[src/rtl/seg_pkg.sv]
// Shared glyph types, the hex glyph table and the leading-zero mask helper
// for the seven-segment scanner.
package seg_pkg;

    typedef logic [6:0] seg_t;  // {g,f,e,d,c,b,a}, active-low

    localparam seg_t SEG_BLANK = 7'h7F;

    localparam seg_t SEG_HEX [16] = '{
        7'h40, 7'h79, 7'h24, 7'h30, 7'h19, 7'h12, 7'h02, 7'h78,
        7'h00, 7'h10, 7'h08, 7'h03, 7'h46, 7'h21, 7'h06, 7'h0E
    };

    // Bit k set when digit k (k >= 1) and every more-significant digit is zero.
    function automatic logic [15:0] lz_mask(input logic [63:0] data, input int n);
        logic [15:0] mask;
        logic        all_zero;
        mask     = '0;
        all_zero = 1'b1;
        for (int k = 15; k >= 1; k--) begin
            if (k < n) begin
                all_zero = all_zero && (data[4*k +: 4] == 4'h0);
                mask[k]  = all_zero;
            end
        end
        return mask;
    endfunction

endpackage

[src/rtl/sevenseg_scanner_if.sv]
// Register-side controls and pin-side outputs of the seven-segment scanner.
// Controls are sampled every clock; outputs are registered, no handshake.
interface sevenseg_scanner_if #(
    parameter int N_DIGITS = 8,
    parameter int BRIGHT_W = 4
);
    logic                    en;
    logic [4*N_DIGITS-1:0]   data;
    logic [N_DIGITS-1:0]     dp;
    logic [N_DIGITS-1:0]     blank;
    logic                    lz_suppress;
    logic [BRIGHT_W-1:0]     brightness;
    logic [N_DIGITS-1:0]     ss_sel;
    logic [6:0]              seg;
    logic                    dp_n;
    logic                    frame_done;

    modport master (
        output en, data, dp, blank, lz_suppress, brightness,
        input  ss_sel, seg, dp_n, frame_done
    );

    modport slave (
        input  en, data, dp, blank, lz_suppress, brightness,
        output ss_sel, seg, dp_n, frame_done
    );
endinterface

[src/rtl/sevenseg_scanner_decoder.sv]
// Combinational hex nibble to active-low seven-segment glyph.
module hex7seg_decoder
    import seg_pkg::*;
(
    input  logic [3:0] nibble_i,
    output seg_t       seg_o
);
    assign seg_o = SEG_HEX[nibble_i];
endmodule

[src/rtl/sevenseg_scanner.sv]
// Time-multiplexed common-anode display driver: slot/digit/PWM counters,
// frame shadows with leading-zero mask, dead time and registered pin outputs.
module sevenseg_scanner
    import seg_pkg::*;
#(
    parameter int N_DIGITS    = 8,
    parameter int REFRESH_DIV = 100000,
    parameter int BRIGHT_W    = 4
) (
    input logic               clk,
    input logic               rst_n,
    sevenseg_scanner_if.slave bus
);
    localparam int TICK_W = $clog2(REFRESH_DIV);
    localparam int IDX_W  = $clog2(N_DIGITS);
    localparam logic [TICK_W-1:0] TICK_LAST = TICK_W'(REFRESH_DIV - 1);
    localparam logic [IDX_W-1:0]  IDX_LAST  = IDX_W'(N_DIGITS - 1);

    logic [TICK_W-1:0]     tick_q, tick_d;
    logic [IDX_W-1:0]      idx_q, idx_d;
    logic [BRIGHT_W-1:0]   pwm_q, pwm_d;
    logic                  en_q;
    logic [4*N_DIGITS-1:0] data_sh_q, data_sh_d;
    logic [N_DIGITS-1:0]   dp_sh_q, dp_sh_d;
    logic [N_DIGITS-1:0]   blank_sh_q, blank_sh_d;
    logic [N_DIGITS-1:0]   lz_sh_q, lz_sh_d;
    logic [N_DIGITS-1:0]   ss_sel_q, ss_sel_d;
    seg_t                  seg_q, seg_d;
    logic                  dp_n_q, dp_n_d;
    logic                  frame_done_q, frame_done_d;

    logic                  slot_end, frame_end, capture, dark, anode_on;
    logic [3:0]            nibble;
    seg_t                  glyph;

    hex7seg_decoder u_dec (
        .nibble_i (nibble),
        .seg_o    (glyph)
    );

    always_comb begin
        slot_end  = (tick_q == TICK_LAST);
        frame_end = slot_end && (idx_q == IDX_LAST);
        // Capture on the first enabled cycle and whenever a frame rolls over.
        capture   = bus.en && (!en_q || frame_end);

        tick_d = '0;
        idx_d  = '0;
        pwm_d  = '0;
        if (bus.en) begin
            tick_d = slot_end ? '0 : tick_q + 1'b1;
            idx_d  = idx_q;
            if (slot_end) begin
                idx_d = frame_end ? '0 : idx_q + 1'b1;
            end
            pwm_d = pwm_q + 1'b1;
        end

        data_sh_d  = data_sh_q;
        dp_sh_d    = dp_sh_q;
        blank_sh_d = blank_sh_q;
        lz_sh_d    = lz_sh_q;
        if (capture) begin
            data_sh_d  = bus.data;
            dp_sh_d    = bus.dp;
            blank_sh_d = bus.blank;
            lz_sh_d    = bus.lz_suppress ? N_DIGITS'(lz_mask(64'(bus.data), N_DIGITS)) : '0;
        end

        nibble   = data_sh_q[{idx_q, 2'b00} +: 4];
        dark     = blank_sh_q[idx_q] | lz_sh_q[idx_q];
        // Tick 0 is the anti-ghosting dead cycle while segments settle.
        anode_on = (tick_q != '0) && (pwm_q < bus.brightness);

        ss_sel_d     = '1;
        seg_d        = SEG_BLANK;
        dp_n_d       = 1'b1;
        frame_done_d = 1'b0;
        if (bus.en) begin
            if (anode_on) begin
                ss_sel_d = ~(N_DIGITS'(1) << idx_q);
            end
            seg_d        = dark ? SEG_BLANK : glyph;
            dp_n_d       = dark | ~dp_sh_q[idx_q];
            frame_done_d = frame_end;
        end
    end

    always_ff @(posedge clk or negedge rst_n) begin
        if (!rst_n) begin
            tick_q       <= '0;
            idx_q        <= '0;
            pwm_q        <= '0;
            en_q         <= 1'b0;
            data_sh_q    <= '0;
            dp_sh_q      <= '0;
            blank_sh_q   <= '0;
            lz_sh_q      <= '0;
            ss_sel_q     <= '1;
            seg_q        <= SEG_BLANK;
            dp_n_q       <= 1'b1;
            frame_done_q <= 1'b0;
        end else begin
            tick_q       <= tick_d;
            idx_q        <= idx_d;
            pwm_q        <= pwm_d;
            en_q         <= bus.en;
            data_sh_q    <= data_sh_d;
            dp_sh_q      <= dp_sh_d;
            blank_sh_q   <= blank_sh_d;
            lz_sh_q      <= lz_sh_d;
            ss_sel_q     <= ss_sel_d;
            seg_q        <= seg_d;
            dp_n_q       <= dp_n_d;
            frame_done_q <= frame_done_d;
        end
    end

    assign bus.ss_sel     = ss_sel_q;
    assign bus.seg        = seg_q;
    assign bus.dp_n       = dp_n_q;
    assign bus.frame_done = frame_done_q;

endmodule

[src/flat_wrapper.sv]
// flat-port wrapper written by rule: the top's interface ports become plain ports
module sevenseg_scanner_flat import seg_pkg::*;
#(
    parameter int N_DIGITS    = 8,
    parameter int REFRESH_DIV = 100000,
    parameter int BRIGHT_W    = 4
)
  (clk, rst_n, bus_en, bus_data, bus_dp, bus_blank, bus_lz_suppress, bus_brightness, bus_ss_sel, bus_seg, bus_dp_n, bus_frame_done);
  sevenseg_scanner_if #(.N_DIGITS(N_DIGITS), .BRIGHT_W(BRIGHT_W)) bus_i ();
  input logic clk;
  input logic rst_n;
  input wire logic [$bits(bus_i.en)-1:0] bus_en;
  input wire logic [$bits(bus_i.data)-1:0] bus_data;
  input wire logic [$bits(bus_i.dp)-1:0] bus_dp;
  input wire logic [$bits(bus_i.blank)-1:0] bus_blank;
  input wire logic [$bits(bus_i.lz_suppress)-1:0] bus_lz_suppress;
  input wire logic [$bits(bus_i.brightness)-1:0] bus_brightness;
  output wire logic [$bits(bus_i.ss_sel)-1:0] bus_ss_sel;
  output wire logic [$bits(bus_i.seg)-1:0] bus_seg;
  output wire logic [$bits(bus_i.dp_n)-1:0] bus_dp_n;
  output wire logic [$bits(bus_i.frame_done)-1:0] bus_frame_done;
  assign bus_i.en = bus_en;
  assign bus_i.data = bus_data;
  assign bus_i.dp = bus_dp;
  assign bus_i.blank = bus_blank;
  assign bus_i.lz_suppress = bus_lz_suppress;
  assign bus_i.brightness = bus_brightness;
  assign bus_ss_sel = bus_i.ss_sel;
  assign bus_seg = bus_i.seg;
  assign bus_dp_n = bus_i.dp_n;
  assign bus_frame_done = bus_i.frame_done;
  sevenseg_scanner #(.N_DIGITS(N_DIGITS), .REFRESH_DIV(REFRESH_DIV), .BRIGHT_W(BRIGHT_W)) u_core (.clk(clk), .rst_n(rst_n), .bus(bus_i));
endmodule
[config.mk]
export PLATFORM = sky130hd
export DESIGN_NAME = sevenseg_scanner_flat
export DESIGN_NICKNAME = d
export VERILOG_FILES = /design/src/rtl/seg_pkg.sv /design/src/rtl/sevenseg_scanner_if.sv /design/src/rtl/sevenseg_scanner_decoder.sv /design/src/rtl/sevenseg_scanner.sv /design/src/flat_wrapper.sv
export SDC_FILE = /design/constraint.sdc
export NUM_CORES = 1
export LEC_CHECK = 0
export ABC_AREA = 1
export CELL_PAD_IN_SITES_DETAIL_PLACEMENT = 1
export CELL_PAD_IN_SITES_GLOBAL_PLACEMENT = 2
export CORE_ASPECT_RATIO = 1.2
export CORE_MARGIN = 2
export CORE_UTILIZATION = 32
export DETAILED_ROUTE_END_ITERATION = 6
export HOLD_SLACK_MARGIN = 0.05
export MAX_ROUTING_LAYER = met4
export PLACE_DENSITY_LB_ADDON = 0.1
export REMOVE_ABC_BUFFERS = 1
export SYNTH_ARGS = -nofsm -noshare
export SYNTH_HDL_FRONTEND = slang
export SYNTH_SLANG_ARGS = --single-unit
[constraint.sdc]
create_clock -name clk -period 2.3 [get_ports clk]
set_clock_uncertainty 0.1 [all_clocks]
set_input_delay 0.345 -clock clk [delete_from_list [all_inputs] [get_ports clk]]
set_output_delay 0.345 -clock clk [all_outputs]
set_load 0.01 [all_outputs]
==> flow_summary.yaml, run 1 <==
timing:
  clock.fmax_ghz: 0.4771
  fin_crit_ns: 2.096
  setup_ws_ns: 0.2039
  finalSetupViolations: 0
  tightestPinTransition_ns: 0.5341
  hold_viol_final: 0
  timing.hold.ws_ns: 0.3154
  maxSlewViolCount: 0
  rsz0062_at_grt: "false"
  relSlewSlack_pct: 64.30
  timing.setup.tns_ns: 0
  post-route-period-util_pct: 91.13
worst_setup_path:
  arrival_ns: 2.28
  critPathKind: "register to register"
  crit_path_end_kind: "register"
  crit_family: "buffers and inverters"
  crit_buf_inv: 3
  path_max_fanout: 21
  path_cells: "buf_4, ha_1, ha_1, nand2_1, inv_1, nand3_2, nand2_4, inv_2, nand2_1, o21ai_1"
  start_kind: "register"
  cpMaxStageDelayCell: "dfrtp_1"
  slowest_delay_ns: 0.41
  required_ns: 2.48
synthesis:
  ys_types: 37
  synth_area_um2: 5012
  synth-edff-count: 0
  ys_warn_count: 0
  yosysSeqAreaShare_pct: 48.83
  synth-seq-cells: 97
  netlist_instances: 634
  synth_flop_cell: "dfrtp_1"
  synth_area_per_cell_um2: 7.906
  synth-async-reset-ratio_pct: 100.0
floorplanning:
  die_h_um: 141.1
  initial_core_util_pct: 32.44
  std_cell_rows: 50
  core_um2: 15450
  fp.dieW_um: 118.3
  dieArea_um2: 16690
  boundaryPins: 73
global_routing:
  overflow: 0
  grt_usage_pct: 17.95
  antenna_found_initial: 0
  grt_pass1_wl_mm: 23.05
  grt_max_degree: 41
  grt_pass1_vias: 4577
clock_tree:
  htreeDepth: 3
  clk_latency_ns: 0.35
  cts.clk_slew.worst_paths_ns: 0.07
  cts_buffer_depth: 2
  root_buffer: "clkbuf_16"
  numCtsBuffers: 9
  cts_tree: "built"
  cts_sinks: 97
min_path:
  hold_class: "primary input to async pin"
place:
  placed_area_um2: 6018
  gp_congestion: 0.8653
  io_buffers: 72
  hpwl_mm: 10.40
  place_ws_ns: 0.1718
drt:
  viasPerCell: 4.722
  routed-via-count: 4373
  dr.first_iter.drc_count: 136
  met1_length_mm: 6.350
  first_pass_iters: 4
  final_antenna_net_count: 0
  wl_met3_um: 381
  routed_wl_mm: 13.80
  top_layer_used: "met4"
  route.detailed.drc: 0
  wl_met2_mm: 6.802
  wire_per_inst_um: 14.90
status:
  status: "finished, final reports clean"
final_layout:
  fin_area_um2: 6329
  nNetsFinal: 786
  seqCellArea_um2: 2447
  n_antenna_cell: 0
  fillers: 1885
  synthToLayoutAreaGrowth_pct: 26.26
  postLayoutCoreUtil_pct: 40.96
  multi_input_area_um2: 2122
  layout-drive-gt1-share_pct: 9.749
pwr:
  p_per_area_nw_per_um2: 638.1
  power.leakage_nw: 2.944
  ir_drop_mv: 0.3192
flow_run:
  max_cap_viol_count: 0
## kinds of logic after synthesis
kind of cell	share of synthesized area, %
DFF	48.83
AOI/OAI and AO/OA	6.815
adders and majority gates	4.244
xor gates and xnor gates	1.223
and+or+nand+nor	30.00
buffers and inverters	8.887
## synth_stat cells (2+ instances only)
master	count	area share, %
a211oi_1	2	0.30
a21oi_1	9	0.90
and2_1	2	0.25
buf_2	17	1.7
buf_4	2	0.30
buf_8	2	0.60
dfrtp_1	81	40
dfstp_2	16	8.4
ha_1	17	4.2
inv_1	74	5.5
inv_2	5	0.37
nand2_1	188	14
nand2_2	4	0.50
nand3_1	57	5.7
nand3_2	4	0.80
nand4_1	20	2.5
nor2_1	51	3.8
nor2_2	2	0.25
nor3_1	9	0.90
nor4_1	2	0.25
o211ai_1	2	0.30
o21ai_0	45	4.5
o21ai_1	3	0.30
o22ai_1	2	0.25
xor2_1	6	1.0
## repair_timing
item,in CTS,in global routing
resized for setup,0,2
endpoints found under the hold margin,14,0
endpoints found under the setup margin,0,1
hold buffers,1,0
buffers inserted,0,0
## state kept, by name (all words and copies together), names as in the netlist
| register | count |
|---|---|
| u_core.blank_sh_q | 8 |
| u_core.bus.dp_n | 1 |
| u_core.bus.frame_done | 1 |
| u_core.bus.seg | 7 |
| u_core.bus.ss_sel | 8 |
| u_core.data_sh_q | 32 |
| u_core.dp_sh_q | 8 |
| u_core.en_q | 1 |
| u_core.idx_q | 3 |
| u_core.lz_sh_q | 7 |
| u_core.pwm_q | 4 |
| u_core.tick_q | 17 |
## final timing paths
check / from / endpoint / slack (ns) / cells past startpoint
setup / recovery: u_core.idx_q[0] / u_core.lz_sh_q[6] / 0.20 / 10
setup reg to reg: u_core.idx_q[0] / u_core.lz_sh_q[6] / 0.20 / 10
hold / removal: rst_n / u_core.tick_q[14] / 0.32 / 2
hold reg to reg: u_core.blank_sh_q[5] / u_core.blank_sh_q[5] / 0.37 / 2
min in group clk: u_core.blank_sh_q[5] / u_core.blank_sh_q[5] / 0.37 / 2
max in group asynchronous: rst_n / u_core.bus.ss_sel[4] / 1.16 / 3
## metal layers
metal,vias up,track usage [%]
met1,2102,22.03
met5,-,-
met2,77,29.84
met4,0,7.039
met3,18,2.629
li1,2176,-
## cell usage in the layout, fill, tap and decap left out, types with 2 or more instances in the layout
cell type,n
nand2_1,187
xor2_1,6
clkdlybuf4s50_1,71
o22ai_1,2
clkbuf_16,9
nor4_1,2
buf_4,16
o21ai_1,3
nand4_1,20
buf_12,3
nor2_2,2
dfrtp_1,81
nand3_1,57
and2_1,2
a21oi_1,9
o211ai_1,2
inv_1,74
a211oi_1,2
dfstp_2,16
nor2_1,51
o21ai_0,45
inv_2,4
nand3_2,4
nor3_1,9
nand2_2,5
clkinv_2,5
ha_1,17
## report_power, final
| part | internal (mW) | switching, mW |
|---|---|---|
| combinational | 0.264 | 0.343 |
| clock | 0.865 | 0.661 |
| sequential | 1.86 | 0.0501 |
| total | 2.98 | 1.05 |
## area by class of cell
type / instances / area share (%)
well taps: 208 / 4.112
repair buffers: 91 / 14.23
clock buffers: 10 / 3.776
inverters: 80 / 4.765
clock inverters: 6 / 0.9095
flip-flops and latches: 97 / 38.67
multi-input cells: 434 / 33.53
## metrics by stage
| step | total power, mW | instances |
|---|---|---|
| 2_1_floorplan | 2.233 | 611 |
| 3_3_place_gp | 2.531 | 909 |
| 3_5_place_dp | 2.551 | 909 |
| 4_1_cts | 4.101 | 926 |
| 5_1_grt | 4.261 | 926 |
| 6_report | 4.039 | 926 |
Note: power is estimated with default switching activity, not from simulation.
==> inputs of run 2 (changes only) <==
Settings changed: ABC_CLOCK_PERIOD_IN_PS set to 2300.
==> results of run 2 <==
The final DEF is identical to that of run 1; final timing and power are the same.
==> inputs of run 3 (changes only) <==
Settings changed: SLEW_MARGIN set to 20.
==> results of run 3 <==
The final DEF is identical to that of run 1; final timing and power are the same.
